**config.mk**
```make
export PLATFORM = sky130hd
export DESIGN_NAME = lcd_sequencer_flat
export DESIGN_NICKNAME = d
export VERILOG_FILES = /design/src/rtl/lcd_sequencer_if.sv /design/src/rtl/lcd_sequencer.sv /design/src/flat_wrapper.sv
export SDC_FILE = /design/constraint.sdc
export NUM_CORES = 1
export LEC_CHECK = 0
export ABC_AREA = 1
export CELL_PAD_IN_SITES_DETAIL_PLACEMENT = 1
export CELL_PAD_IN_SITES_GLOBAL_PLACEMENT = 2
export CORE_ASPECT_RATIO = 1.25
export CORE_MARGIN = 5
export CORE_UTILIZATION = 40
export CTS_BUF_LIST = sky130_fd_sc_hd__clkbuf_4 sky130_fd_sc_hd__clkbuf_8 sky130_fd_sc_hd__clkbuf_16
export DETAILED_ROUTE_END_ITERATION = 8
export PLACE_DENSITY_LB_ADDON = 0.1
export SYNTH_ARGS = -nofsm -noshare
export SYNTH_HDL_FRONTEND = slang
export SYNTH_SLANG_ARGS = --single-unit
```
**constraint.sdc**
```tcl
create_clock -name iCLK -period 5.7 [get_ports iCLK]
set_clock_uncertainty 0.15 [all_clocks]
set_input_delay 1.14 -clock iCLK [delete_from_list [all_inputs] [get_ports iCLK]]
set_output_delay 1.14 -clock iCLK [all_outputs]
set_load 0.02 [all_outputs]
```
**src/rtl/lcd_sequencer_if.sv**
```systemverilog
// Byte-write handshake between lcd_sequencer (master) and the character-LCD
// write controller (slave).
interface lcd_sequencer_if;
  logic [7:0] lcdData;
  logic       lcdRs;
  logic       lcdStart;
  logic       lcdReset;
  logic       lcdDone;

  modport master (output lcdData, output lcdRs, output lcdStart, output lcdReset, input lcdDone);
  modport slave  (input lcdData, input lcdRs, input lcdStart, input lcdReset, output lcdDone);
endinterface

```
**src/rtl/lcd_sequencer.sv**
```systemverilog
// HD44780 init sequencer and 2x16 repaint engine driving a one-byte-per-handshake
// LCD write controller from a host-written 32-byte character buffer.
module lcd_sequencer #(
  parameter int PWR_WAIT = 16,
  parameter int CMD_WAIT = 4,
  parameter int CLR_WAIT = 8,
  parameter int TIMEOUT  = 64
) (
  input  logic            iCLK,
  input  logic            iRST,
  input  logic            iWR,
  input  logic [4:0]      iADDR,
  input  logic [7:0]      iWDATA,
  input  logic            iRefresh,
  output logic            oBusy,
  output logic            oReady,
  output logic            oError,
  lcd_sequencer_if.master lcd
);

  localparam logic [2:0] RST_LCD = 3'd0;
  localparam logic [2:0] PWR     = 3'd1;
  localparam logic [2:0] LOAD    = 3'd2;
  localparam logic [2:0] START   = 3'd3;
  localparam logic [2:0] ACK_LO  = 3'd4;
  localparam logic [2:0] ACK_HI  = 3'd5;
  localparam logic [2:0] GAP     = 3'd6;
  localparam logic [2:0] IDLE    = 3'd7;

  logic [2:0]  state;
  logic [5:0]  step;
  logic [15:0] waitCnt;
  logic        pending;
  logic [7:0]  dataQ;
  logic        rsQ;
  logic [7:0]  charBuf [32];

  logic [5:0]  loadStep;
  logic [4:0]  line1Idx;
  logic [4:0]  line2Idx;
  logic [7:0]  loadData;
  logic        loadRs;
  logic [15:0] gapLast;
  logic        ackExpired;

  // The character buffer is writable every cycle regardless of what the FSM is doing.
  always_ff @(posedge iCLK) begin
    if (iRST) begin
      for (int i = 0; i < 32; i++) charBuf[i] <= 8'h20;
    end else if (iWR) begin
      charBuf[iADDR] <= iWDATA;
    end
  end

  // Byte for the step about to enter LOAD; it is latched on that transition so the
  // bus holds still until GAP exits, and a same-cycle write is seen only next time.
  always_comb begin
    case (state)
      PWR:     loadStep = 6'd0;
      IDLE:    loadStep = 6'd4;
      default: loadStep = step + 6'd1;
    endcase
  end

  assign line1Idx = 5'(loadStep - 6'd5);
  assign line2Idx = 5'(loadStep - 6'd6);

  always_comb begin
    loadData = 8'h00;
    loadRs   = 1'b0;
    case (loadStep)
      6'd0:  loadData = 8'h38;
      6'd1:  loadData = 8'h0C;
      6'd2:  loadData = 8'h01;
      6'd3:  loadData = 8'h06;
      6'd4:  loadData = 8'h80;
      6'd21: loadData = 8'hC0;
      default: begin
        loadRs   = 1'b1;
        loadData = (loadStep < 6'd21) ? charBuf[line1Idx] : charBuf[line2Idx];
      end
    endcase
  end

  assign gapLast    = (step == 6'd2) ? 16'(CLR_WAIT - 1) : 16'(CMD_WAIT - 1);
  assign ackExpired = (waitCnt == 16'(TIMEOUT - 1));

  // Main sequencer; waitCnt is zeroed on every transition so each phase counts from 0.
  always_ff @(posedge iCLK) begin
    if (iRST) begin
      state   <= RST_LCD;
      step    <= 6'd0;
      waitCnt <= 16'd0;
      pending <= 1'b0;
      oReady  <= 1'b0;
      oError  <= 1'b0;
      dataQ   <= 8'h00;
      rsQ     <= 1'b0;
    end else begin
      if (iRefresh && state != IDLE) pending <= 1'b1;
      case (state)
        RST_LCD: begin
          state   <= PWR;
          waitCnt <= 16'd0;
        end
        PWR: begin
          if (waitCnt == 16'(PWR_WAIT - 1)) begin
            state   <= LOAD;
            step    <= 6'd0;
            waitCnt <= 16'd0;
            dataQ   <= loadData;
            rsQ     <= loadRs;
          end else begin
            waitCnt <= waitCnt + 16'd1;
          end
        end
        LOAD: state <= START;
        START: begin
          state   <= ACK_LO;
          waitCnt <= 16'd0;
        end
        ACK_LO: begin
          if (!lcd.lcdDone) begin
            state   <= ACK_HI;
            waitCnt <= 16'd0;
          end else if (ackExpired) begin
            state   <= RST_LCD;
            waitCnt <= 16'd0;
            oError  <= 1'b1;
            oReady  <= 1'b0;
          end else begin
            waitCnt <= waitCnt + 16'd1;
          end
        end
        ACK_HI: begin
          if (lcd.lcdDone) begin
            state   <= GAP;
            waitCnt <= 16'd0;
          end else if (ackExpired) begin
            state   <= RST_LCD;
            waitCnt <= 16'd0;
            oError  <= 1'b1;
            oReady  <= 1'b0;
          end else begin
            waitCnt <= waitCnt + 16'd1;
          end
        end
        GAP: begin
          if (waitCnt == gapLast) begin
            waitCnt <= 16'd0;
            if (step == 6'd3) begin
              oReady <= 1'b1;
              state  <= IDLE;
            end else if (step == 6'd37) begin
              state <= IDLE;
            end else begin
              step  <= step + 6'd1;
              state <= LOAD;
              dataQ <= loadData;
              rsQ   <= loadRs;
            end
          end else begin
            waitCnt <= waitCnt + 16'd1;
          end
        end
        IDLE: begin
          if (pending || iRefresh) begin
            pending <= 1'b0;
            step    <= 6'd4;
            state   <= LOAD;
            dataQ   <= loadData;
            rsQ     <= loadRs;
          end
        end
        default: state <= RST_LCD;
      endcase
    end
  end

  assign oBusy        = (state != IDLE);
  assign lcd.lcdData  = dataQ;
  assign lcd.lcdRs    = rsQ;
  assign lcd.lcdStart = (state == START) || (state == ACK_LO) || (state == ACK_HI);
  assign lcd.lcdReset = (state == RST_LCD);

endmodule

```
**src/flat_wrapper.sv**
```systemverilog
// flat-port wrapper written by rule: the top's interface ports become plain ports
module lcd_sequencer_flat 
#(
  parameter int PWR_WAIT = 16,
  parameter int CMD_WAIT = 4,
  parameter int CLR_WAIT = 8,
  parameter int TIMEOUT  = 64
)
  (iCLK, iRST, iWR, iADDR, iWDATA, iRefresh, oBusy, oReady, oError, lcd_lcdData, lcd_lcdRs, lcd_lcdStart, lcd_lcdReset, lcd_lcdDone);
  lcd_sequencer_if lcd_i ();
  input  logic iCLK;
  input  logic iRST;
  input  logic iWR;
  input  logic [4:0] iADDR;
  input  logic [7:0] iWDATA;
  input  logic iRefresh;
  output logic oBusy;
  output logic oReady;
  output logic oError;
  output wire logic [$bits(lcd_i.lcdData)-1:0] lcd_lcdData;
  output wire logic [$bits(lcd_i.lcdRs)-1:0] lcd_lcdRs;
  output wire logic [$bits(lcd_i.lcdStart)-1:0] lcd_lcdStart;
  output wire logic [$bits(lcd_i.lcdReset)-1:0] lcd_lcdReset;
  input wire logic [$bits(lcd_i.lcdDone)-1:0] lcd_lcdDone;
  assign lcd_lcdData = lcd_i.lcdData;
  assign lcd_lcdRs = lcd_i.lcdRs;
  assign lcd_lcdStart = lcd_i.lcdStart;
  assign lcd_lcdReset = lcd_i.lcdReset;
  assign lcd_i.lcdDone = lcd_lcdDone;
  lcd_sequencer #(.PWR_WAIT(PWR_WAIT), .CMD_WAIT(CMD_WAIT), .CLR_WAIT(CLR_WAIT), .TIMEOUT(TIMEOUT)) u_core (.iCLK(iCLK), .iRST(iRST), .iWR(iWR), .iADDR(iADDR), .iWDATA(iWDATA), .iRefresh(iRefresh), .oBusy(oBusy), .oReady(oReady), .oError(oError), .lcd(lcd_i));
endmodule
```
==> metrics.csv <==
metric;value;unit
Worst-Skew Late Latency;0.56;ns
RSZ-0062 raised after global routing;no;
1st-iter DRT viols;1332;
status;completed;
DIE AREA;0.0476;mm2
crit end category;flop;
Via density;5.52;
slowest stage delay, CP;1.06;ns
drt drc;0;
CTS Buffer Depth;3;
synth cell count leaders;nor2_1, nand2_1, inv_1;
placed insts;2856;
number of port buffers;31;
routed vias;16100;
# setup viols final;0;
WL/cell;23.9;um
Finished Cell Area;0.0191;mm2
number of global-route vias before repair;16300;
initial core utilization;40.3;%
core area;0.0430;mm2
layout cells sized above 1;5.01;%
cell at the slowest stage of the critical path;nand2_2;
Hold WC Path Type;flop to flop;
Resize count post-CTS;0;
Worst path most repeated cell;nand3_1;
CP max FO;47;
final setup TNS;0;ns
Num CTS Buffers;35;
maximum vdd drop;0.370;mV
Filler Cell Count;5352;
CP required;6.02;ns
YS warnings;0;
top-area cell type share of the netlist area;44.4;%
XOR/XNOR Fraction of Synth Area;0.954;%
initial antenna violation count;0;
number of core rows;85;
Clock Sink Count;293;
# nets final;2352;
Post-synth EDFFs;256;
critical path type;flop to flop;
Highest Clock Rate;229;MHz
Synth Area in Compound Gates;2.72;%
Final period util;76.5;%
top cells by area, synth;edfxtp_1, nor2_1, nand2_1;
most common cell in the netlist;nor2_1;
Fin. Hold Viols;0;
multiplexer share of the synthesized area;0;%
largest net degree at the start of global routing;73;
Most used DFF post-synth;edfxtp_1;
adder-cell share of the synthesized area;0.434;%
IO Pins;32;
max_cap viols;0;
max-slew violations;0;
Overall Power;11300;uW
CTS H-tree depth;2;
Avg Cell Area, Syn;7.34;um2
leading area contributor after synthesis;edfxtp_1;
Post-CTS Setup Inserts;0;
Clock transition at path regs;0.06;ns
worst hold margin;0.356;ns
Synthesized Nets;2383;
Die H;243;um
Mapped Area;0.0173;mm2
HPWL after detailed placement;48.0;mm
crit path time final;4.36;ns
Cell Pwr Density;591;mW/mm2
Post-Synth Simple-Gate Area;37.5;%
Die X;196;um
Area after DPL;0.0180;mm2
grt ovf;0;
Least-Margin Pin Slew;1.26;ns
Layout area overhead;10.5;%
leakage;0.00827;uW
CP startpoint kind;flop;
Non-Filler Instances;2919;
global-route usage over all layers;28.9;%
flops & latches, synth;293;
largest family of logic cells by synthesized area;simple AND/OR/NAND/NOR gates;
Data arrival, critical path;4.69;ns
drt pass-1 iters;5;
Root Driver;clkbuf_16;
Antenna diodes;0;
Slew HR;15.8;%
Distinct cells, synth;47;
GPL Wtd Cong;0.929;
Post-synth ARST share;0;%
antenna viol nets, final;0;
cells after synthesis;2359;
drt total wl;69.9;mm
CTS tree;done;
register area share after synthesis;48.7;%
worst-path cell chain;inv_2, buf_4, nand4_4, nand2_2, nand2_1, nand3_1, nand3_1, nand3_1, nand3_1, nand2_1, nand2_1, a21oi_1;
CTS Hold Buffers Added;0;
global-route wire length before repair;104;mm
## metal layers
layer	GRT usage, %	vias up	share of wire [%]	wire length [um]
li1	-	7471	-	-
met1	37.7	8025	42	29400
met4	10.2	0	3.8	2690
met3	4.13	132	5.4	3810
met5	0	-	0	0
met2	49.1	472	49	34000
## state kept, by name (all words and copies together) (netlist names)
name,count
u_core.pending,1
u_core.waitCnt,16
u_core.state,3
u_core.oError,1
u_core.oReady,1
u_core.lcd.lcdRs,1
u_core.charBuf,256
u_core.lcd.lcdData,8
u_core.step,6
## where the power goes
group / internal (uW) / total (uW) / switching (uW)
combinational: 1610 / 6330 / 4720
sequential: 2490 / 2620 / 135
clock: 1420 / 2360 / 944
## critical path: cells and delay by family (launching register included)
family	cells	cell delay (ns)
simple gates	9	2.55
buf+inv	2	1.01
flops	1	0.39
compound gates	1	0.14
## final cells by class
| cell class | instances | area (um2) | area share [%] |
|---|---|---|---|
| sequential | 293 | 8430 | 44.1 |
| multi-input combinational | 1656 | 7240 | 37.9 |
| inverter | 284 | 1070 | 5.57 |
| clock buffer | 40 | 948 | 4.96 |
| tap | 565 | 707 | 3.70 |
| timing repair buffer | 58 | 513 | 2.68 |
| clock inverter | 23 | 226 | 1.18 |
## metrics by stage
| step | util, % | setup slack [ns] |
|---|---|---|
| detailed placement | 41.8 | 1.33 |
| global route | 44.5 | 1.14 |
| CTS | 44.5 | 1.43 |
| finish | 44.5 | 1.34 |
| floorplan | - | 2.13 |
| global placement | 41.8 | 1.40 |
## layout by cell type (no fill, tap or decap), types with 12 or more instances in the layout
master           count
nor2_1             721
nand2_1            460
inv_1              272
edfxtp_1           256
nand3_1            248
nand4_1             74
a21oi_1             50
clkbuf_16           37
dfxtp_1             37
clkdlybuf4s50_1     31
buf_4               27
nor3_1              22
o21ai_0             17
clkinv_1            12
## kinds of logic (layout without fill, tap and decap cells)
| family | after synthesis | count (layout) |
|---|---|---|
| AND/OR/NAND/NOR | 1551 | 1551 |
| buffers and inverters | 410 | 405 |
| flip-flops | 293 | 293 |
| AO/OA/AOI/OAI | 84 | 84 |
| XOR/XNOR | 15 | 15 |
| adder cells (fa/ha/maj) | 6 | 6 |
## worst paths after layout
check                    start                    end  slack [ns]  cells after the start
max             u_core.step[0]  u_core.lcd.lcdData[3]        1.34                     12
min          u_core.waitCnt[0]      u_core.waitCnt[0]        0.36                      2
max reg2reg     u_core.step[0]  u_core.lcd.lcdData[3]        1.34                     12
min reg2reg  u_core.waitCnt[0]      u_core.waitCnt[0]        0.36                      2
Power figures use the tool's default switching activity.
